**src/rtl/uart_cmd_pkg.sv**
```systemverilog
// Shared definitions for the UART command decoder: opcodes, FSM states and the
// fixed register addresses that receive ALU operands.
package uart_cmd_pkg;

    localparam logic [7:0] OPC_WRITE     = 8'hAA;
    localparam logic [7:0] OPC_READ      = 8'hBB;
    localparam logic [7:0] OPC_ALU_OPS   = 8'hCC;
    localparam logic [7:0] OPC_ALU_NOOPS = 8'hDD;

    localparam int unsigned OPERAND_A_ADDR = 0;
    localparam int unsigned OPERAND_B_ADDR = 1;

    typedef enum logic [2:0] {
        ST_IDLE,
        ST_WR_ADDR,
        ST_WR_DATA,
        ST_RD_ADDR,
        ST_ALU_A,
        ST_ALU_B,
        ST_ALU_FUN
    } cmd_state_e;

endpackage

```
**src/rtl/rx_frame_timer.sv**
```systemverilog
// Inter-byte gap counter: flags expiry when a frame in progress has seen no
// byte for Timeout_cycles clock cycles.
module rx_frame_timer #(
    parameter int unsigned Timeout_cycles = 1024
) (
    input  logic clk,
    input  logic rst_n,
    input  logic busy,
    input  logic clear,
    output logic expired
);

    localparam int unsigned CntW = (Timeout_cycles > 2) ? $clog2(Timeout_cycles) : 1;
    localparam logic [CntW-1:0] LastCount = CntW'(Timeout_cycles - 1);

    logic [CntW-1:0] count;

    // Expiry wins over a byte arriving on the same cycle; that byte then opens a new frame.
    assign expired = busy && (count == LastCount);

    always_ff @(posedge clk or negedge rst_n) begin
        if (!rst_n) begin
            count <= '0;
        end else if (!busy || clear || expired) begin
            count <= '0;
        end else begin
            count <= count + CntW'(1);
        end
    end

endmodule

```
**src/rtl/uart_rx_cmd_decoder.sv**
```systemverilog
// Parses the received UART byte stream into register-file and ALU strobes.
// Optional inter-byte timeout is enabled by defining CMD_TIMEOUT_EN.
module uart_rx_cmd_decoder
    import uart_cmd_pkg::*;
#(
    parameter int unsigned Data_width     = 8,
    parameter int unsigned Addr_width     = 4,
    parameter int unsigned Timeout_cycles = 1024
) (
    input  logic                  CLK,
    input  logic                  RST,
    input  logic [Data_width-1:0] RX_P_DATA,
    input  logic                  RX_D_VLD,
    input  logic                  RX_PAR_ERR,
    input  logic                  RX_STP_ERR,
    output logic                  WrEn,
    output logic                  RdEn,
    output logic [Addr_width-1:0] Address,
    output logic [Data_width-1:0] WrData,
    output logic                  ALU_EN,
    output logic [3:0]            ALU_FUN,
    output logic                  FRM_ERR,
    output logic                  Busy
);

    if (Data_width < 8 || Addr_width > Data_width || Timeout_cycles < 2) begin : g_param_check
        $error("uart_rx_cmd_decoder: unsupported parameter combination");
    end

    cmd_state_e            state, state_nxt, dec_state;
    logic [Addr_width-1:0] addr_lat, addr_lat_nxt, address_nxt;
    logic [Data_width-1:0] wr_data_nxt;
    logic [3:0]            alu_fun_nxt;
    logic                  wr_en_nxt, rd_en_nxt, alu_en_nxt, frm_err_nxt;
    logic                  timeout_expired;

`ifdef CMD_TIMEOUT_EN
    rx_frame_timer #(
        .Timeout_cycles(Timeout_cycles)
    ) u_frame_timer (
        .clk     (CLK),
        .rst_n   (RST),
        .busy    (state != ST_IDLE),
        .clear   (RX_D_VLD),
        .expired (timeout_expired)
    );
`else
    assign timeout_expired = 1'b0;
`endif

    always_comb begin
        // NOTE: every variable gets a default first so no path can infer a latch.
        state_nxt    = state;
        dec_state    = state;
        addr_lat_nxt = addr_lat;
        address_nxt  = Address;
        wr_data_nxt  = WrData;
        alu_fun_nxt  = ALU_FUN;
        wr_en_nxt    = 1'b0;
        rd_en_nxt    = 1'b0;
        alu_en_nxt   = 1'b0;
        frm_err_nxt  = 1'b0;

        if (timeout_expired) begin
            dec_state   = ST_IDLE;
            state_nxt   = ST_IDLE;
            frm_err_nxt = 1'b1;
        end

        if (RX_D_VLD) begin
            if (RX_PAR_ERR || RX_STP_ERR) begin
                state_nxt   = ST_IDLE;
                frm_err_nxt = 1'b1;
            end else begin
                // Opcodes are only decoded from IDLE; elsewhere every byte is payload.
                case (dec_state)
                    ST_IDLE: begin
                        case (RX_P_DATA)
                            Data_width'(OPC_WRITE):     state_nxt = ST_WR_ADDR;
                            Data_width'(OPC_READ):      state_nxt = ST_RD_ADDR;
                            Data_width'(OPC_ALU_OPS):   state_nxt = ST_ALU_A;
                            Data_width'(OPC_ALU_NOOPS): state_nxt = ST_ALU_FUN;
                            default: begin
                                state_nxt   = ST_IDLE;
                                frm_err_nxt = 1'b1;
                            end
                        endcase
                    end
                    ST_WR_ADDR: begin
                        addr_lat_nxt = RX_P_DATA[Addr_width-1:0];
                        state_nxt    = ST_WR_DATA;
                    end
                    ST_WR_DATA: begin
                        wr_en_nxt   = 1'b1;
                        address_nxt = addr_lat;
                        wr_data_nxt = RX_P_DATA;
                        state_nxt   = ST_IDLE;
                    end
                    ST_RD_ADDR: begin
                        rd_en_nxt   = 1'b1;
                        address_nxt = RX_P_DATA[Addr_width-1:0];
                        state_nxt   = ST_IDLE;
                    end
                    ST_ALU_A: begin
                        wr_en_nxt   = 1'b1;
                        address_nxt = Addr_width'(OPERAND_A_ADDR);
                        wr_data_nxt = RX_P_DATA;
                        state_nxt   = ST_ALU_B;
                    end
                    ST_ALU_B: begin
                        wr_en_nxt   = 1'b1;
                        address_nxt = Addr_width'(OPERAND_B_ADDR);
                        wr_data_nxt = RX_P_DATA;
                        state_nxt   = ST_ALU_FUN;
                    end
                    ST_ALU_FUN: begin
                        alu_en_nxt  = 1'b1;
                        alu_fun_nxt = RX_P_DATA[3:0];
                        state_nxt   = ST_IDLE;
                    end
                    default: state_nxt = ST_IDLE;
                endcase
            end
        end
    end

    always_ff @(posedge CLK or negedge RST) begin
        if (!RST) begin
            state    <= ST_IDLE;
            addr_lat <= '0;
            WrEn     <= 1'b0;
            RdEn     <= 1'b0;
            ALU_EN   <= 1'b0;
            FRM_ERR  <= 1'b0;
            Busy     <= 1'b0;
            Address  <= '0;
            WrData   <= '0;
            ALU_FUN  <= '0;
        end else begin
            // NOTE: non-blocking assignments so every register samples pre-edge values.
            state    <= state_nxt;
            addr_lat <= addr_lat_nxt;
            WrEn     <= wr_en_nxt;
            RdEn     <= rd_en_nxt;
            ALU_EN   <= alu_en_nxt;
            FRM_ERR  <= frm_err_nxt;
            Busy     <= (state_nxt != ST_IDLE);
            Address  <= address_nxt;
            WrData   <= wr_data_nxt;
            ALU_FUN  <= alu_fun_nxt;
        end
    end

endmodule

```
**config.mk**
```make
export PLATFORM = sky130hd
export DESIGN_NAME = uart_rx_cmd_decoder
export DESIGN_NICKNAME = d
export VERILOG_FILES = /design/src/rtl/uart_cmd_pkg.sv /design/src/rtl/rx_frame_timer.sv /design/src/rtl/uart_rx_cmd_decoder.sv
export SDC_FILE = /design/constraint.sdc
export NUM_CORES = 1
export LEC_CHECK = 0
export CORE_MARGIN = 2
export CORE_UTILIZATION = 47
export CTS_CLUSTER_DIAMETER = 120
export CTS_CLUSTER_SIZE = 12
export DETAILED_ROUTE_END_ITERATION = 8
export PLACE_DENSITY = 0.81
export SYNTH_ARGS = -nofsm -noshare
export SYNTH_HDL_FRONTEND = slang
export SYNTH_HIERARCHICAL = 1
export SYNTH_SLANG_ARGS = --single-unit
```
**constraint.sdc**
```tcl
create_clock -name CLK -period 1.9 [get_ports CLK]
set_input_delay 0.19 -clock CLK [delete_from_list [all_inputs] [get_ports CLK]]
set_output_delay 0.19 -clock CLK [all_outputs]
set_load 0.02 [all_outputs]
```
# == Word level (Yosys, flattened, before mapping) ==
# Cells that the tools add are included.
# word_totals
wordCells,49
inputBits,13
reg_bits,28
out_inout_bits,21
# op_classes
reduce_logical,10
n_bitwise,1
eq_ne,10
mux,18
# op_table
op,n
8-bit == test (second input constant),4
3-bit case mux with 4 select lines,2
4-bit case mux with 4 select lines,1
1-bit 2-to-1 mux,13
3-bit AND reduction,4
3-bit == test (second input constant),3
3-bit by 2-bit == test with 1-bit output (second input constant),2
3-bit 2-to-1 mux,2
4-bit nonzero test,1
4-bit OR reduction,1
3-bit by 1-bit == test with 1-bit output (second input constant),1
3-bit zero test,1
3-bit nonzero test,1
3-bit OR reduction,1
1-bit logical OR,1
1-bit NOT,1

# == Longest topological paths before layout ==
# logic_depth
word_depth,6
ltp_mapped,6
depth_no_buf,6

# == Least setup slack after synthesis ==
# OpenSTA, ideal clock, no wires.
# synth_timing
path_kind,register to register
start,reg state[1] (netlist: dec_state[1])
end,reg Busy
synth_period_minus_slack_ns,1.598
setup_ns,0.131
setup_slack_ns,0.302
required_time_ns,1.769
path_stages_with_launch,6
n_path_buf,0
arrival_time_ns,1.466
cell_sequence,dfrtp_1 inv_2 ha_1 o21ai_1 o221ai_1 or3_1
# synth_between
elab_chain_cells,5
elab_cells_between_ends,8
cone_classes,eq/ne: 3; mux: 3; reduce/logical: 2
# synth_lines
item,line,text
"start, declared",uart_rx_cmd_decoder.sv:30,"cmd_state_e state, state_nxt, dec_state;"
"start signal, assigned",uart_rx_cmd_decoder.sv:141,state <= state_nxt;
3-bit == test (tied with other cells),uart_rx_cmd_decoder.sv:76,case (dec_state)
3-bit case mux with 4 select lines,uart_rx_cmd_decoder.sv:76,
3-bit 2-to-1 mux,uart_rx_cmd_decoder.sv:71,if (RX_PAR_ERR || RX_STP_ERR) begin
3-bit 2-to-1 mux *,uart_rx_cmd_decoder.sv:70,if (RX_D_VLD) begin
via state_nxt[1],uart_rx_cmd_decoder.sv:30,
3-bit nonzero test *,uart_rx_cmd_decoder.sv:147,Busy <= (state_nxt != ST_IDLE);
"end signal, assigned",uart_rx_cmd_decoder.sv:147,
"end, declared",uart_rx_cmd_decoder.sv:23,output logic Busy
# The timed path passes the listed nets; every way through them passes the cells marked *.
# A chain may end at the register's enable or synchronous reset.

# == Final worst setup path ==
# Same ends and word-level chain as after synthesis.

==> out/qor.txt <==
status = finished, final reports clean
crit path kind = flip-flop to flip-flop
capture point of the worst reg-to-reg path = Busy
number of library cell types mapped by synthesis = 36
first-pass GRT wire length = 4820 um
final non-filler cell total = 181
Initial DRC Count = 20
CP max stage delay = 460 ps
buffer count from post-CTS setup fixing = 0
sequential share of the synthesized area = 0.541
Worst Clk Skew = 9.36 ps
Starting Density = 0.483
fraction of the mapped netlist area in compound gates = 0.103
Yosys top cell area share = 0.541
drt pass-1 iters = 4
Core Area = 2690 um^2
Syn Area/Cell = 12.5 um^2
share of cells above drive strength 1 = 0.193
cell family with most CP delay = flip-flops
RePlAce Congestion = 0.830
ant diodes = 0
maximum clock path buffer count = 2
Area growth syn-to-layout = 38.8%
crit path launch type = flip-flop
commonest cells in the netlist = dfrtp_1, mux2_1, a21oi_1, nor2_1, nor2b_1
xor and xnor area share after synthesis = 0.00676
Worst Path Arrival = 1950 ps
CTS buffer count = 3
largest area contributor in the synthesized netlist = dfrtp_1
Die Footprint = 3190 um^2
Ys Warns = 6
main combinational cell family by area after synthesis = multiplexers
RSZ-0062 raised after global routing = no
Final Critical Period = 1730 ps
Worst R2R Setup Slack = 170 ps
final setup vio count = 0
pwr dens = 690 nW/um^2
CTS Hold Buffers Added = 0
Slew Viols, Final = 0
max_cap viols = 0
Hold Vio Cnt, Final = 0
Clock Tree Root = clkbuf_4
Mapped Cells = 104
Crit path required time = 2120 ps
PortBufs = 33
max_slew headroom = 0.725
Worst Max-Slew Pin Slew = 406 ps
largest net degree at the start of global routing = 29
post-synthesis mux area share = 0.153
Synth Flop Type = dfrtp_1
Die Y = 56.5 um
slowest cell on the critical path = dfrtp_2
initial antenna violation count = 0
number of global-route vias before repair = 1062
Reg2Reg Launch Point = dec_state[1]
CP cell instances = inv_2 -> ha_2 -> o2111ai_1 -> o221ai_1 -> or3_1
Inst Count DP = 177
EDFF count, synth = 0
Bufs and invs on worst path = 1
Max Fclk = 577 MHz
Simple-Gate Fraction of Synth Area = 0.147
post-DP HPWL = 1990 um
Pwr Total = 0.00124 W
Reg2Reg Depth = 5
hold crit path type = primary input to async pin
Clk Latency, worst-skew pair = 330 ps
maximum vdd drop = 646 uV
standard-cell rows = 19
Crit. End Element = flip-flop
syn_nets = 119
H-tree depth = 1
global route overflow = 0
Synth area leaders = dfrtp_1, mux2_1, mux2_4, nor2b_1, mux2i_1
post-route ant nets = 0
clock slew at reported path FFs = 150 ps
vias = 971
mapped cell area = 1300 um^2
via/cell ratio = 5.36
Die Wd = 56.5 um
period utilization = 0.913
DRC viols = 0
final core occ = 0.670
ys async rst share = 1.00
adder-cell share of the synthesized area = 0.0193
final wirelength = 2710 um
TritonCTS clock tree = built
Tot GR Track Use = 0.192
nets@finish = 166
CTS Sinks = 28
Static Leak = 0.829 nW
Synth Register Bits = 28
routed len/inst = 15.0 um
Crit Path Max Fanout = 8
top-count cell post-synth = dfrtp_1
I/O Pins = 34
metrics by stage:
stage,hold WS (ps),setup slack [ps],area [um^2],TNS (ps)
2_1_floorplan,-106,302,1300,0
3_3_place_gp,462,-40.6,1740,-210
3_5_place_dp,474,-59.8,1740,-330
4_1_cts,210,73.8,1790,0
5_1_grt,244,96.0,1800,0
6_report,213,166,1800,0
state kept, by name, summed over array words and instances, names as in the netlist:
name,cells
Busy,1
Address,4
RdEn,1
FRM_ERR,1
addr_lat,4
WrEn,1
ALU_EN,1
ALU_FUN,4
dec_state,3
WrData,8
cell families after synthesis:
group / Yosys count
XOR/XNOR: 1
AO/OA/AOI/OAI: 20
flip-flops: 28
buffers and inverters: 8
adder cells (fa/ha/maj): 2
multiplexers: 17
AND/OR/NAND/NOR: 28
power breakdown:
part / total, W / switching [W] / internal, W
clock: 0.000387 / 0.000174 / 0.000213
sequential: 0.000644 / 0.0000159 / 0.000628
combinational: 0.000211 / 0.0000989 / 0.000112
total: 0.00124 / 0.000289 / 0.000953
worst reg2reg max path, cell delays in order (launching register included):
cell	delay [ps]
dfrtp_2	460
inv_2	100
ha_2	260
o2111ai_1	240
o221ai_1	200
or3_1	380
cell type report:
class                      count  area [um^2]
clock buffer                   3         22.5
clock inverter                 1         30.0
fill                         197          887
inverter                       4         15.0
multi-input combinational     68          563
sequential                    28          702
tap                           31         38.8
timing repair buffer          46          428
what timing repair did:
item,in CTS,in global routing
gates resized for setup,1,2
setup endpoints to repair,1,1
cloned,0,0
cells in the final DEF, fill, tap and decap left out, drive strengths merged, types with 2 or more instances in the layout:
cell type / instances
a21oi: 5
a31oi: 2
and2: 3
buf: 13
clkbuf: 3
clkdlybuf4s50: 33
dfrtp: 28
ha: 2
inv: 4
mux2: 14
mux2i: 3
nand2: 2
nand2b: 3
nor2: 5
nor2b: 5
nor3b: 2
nor4bb: 2
o2111ai: 2
o21ai: 4
or3: 2
routing by layer:
| metal | up-vias | track usage | part of all wire |
|---|---|---|---|
| li1 | 470 | - | - |
| met1 | 466 | 0.243 | 0.44 |
| met2 | 31 | 0.322 | 0.49 |
| met3 | 4 | 0.0438 | 0.059 |
| met4 | 0 | 0.0680 | 0.010 |
| met5 | - | 0 | 0 |
worst max path at each step:
stage            startpoint           to  slack, ps  cells after the start
2_1_floorplan  dec_state[1]         Busy        300                      5
3_3_place_gp       RX_D_VLD  addr_lat[2]        -40                      4
3_5_place_dp       RX_D_VLD  addr_lat[1]        -60                      4
4_1_cts        dec_state[1]         Busy         70                      5
5_1_grt        dec_state[2]         Busy        100                      5
6_report       dec_state[1]         Busy        170                      5
(Power assumes the default switching activity.)
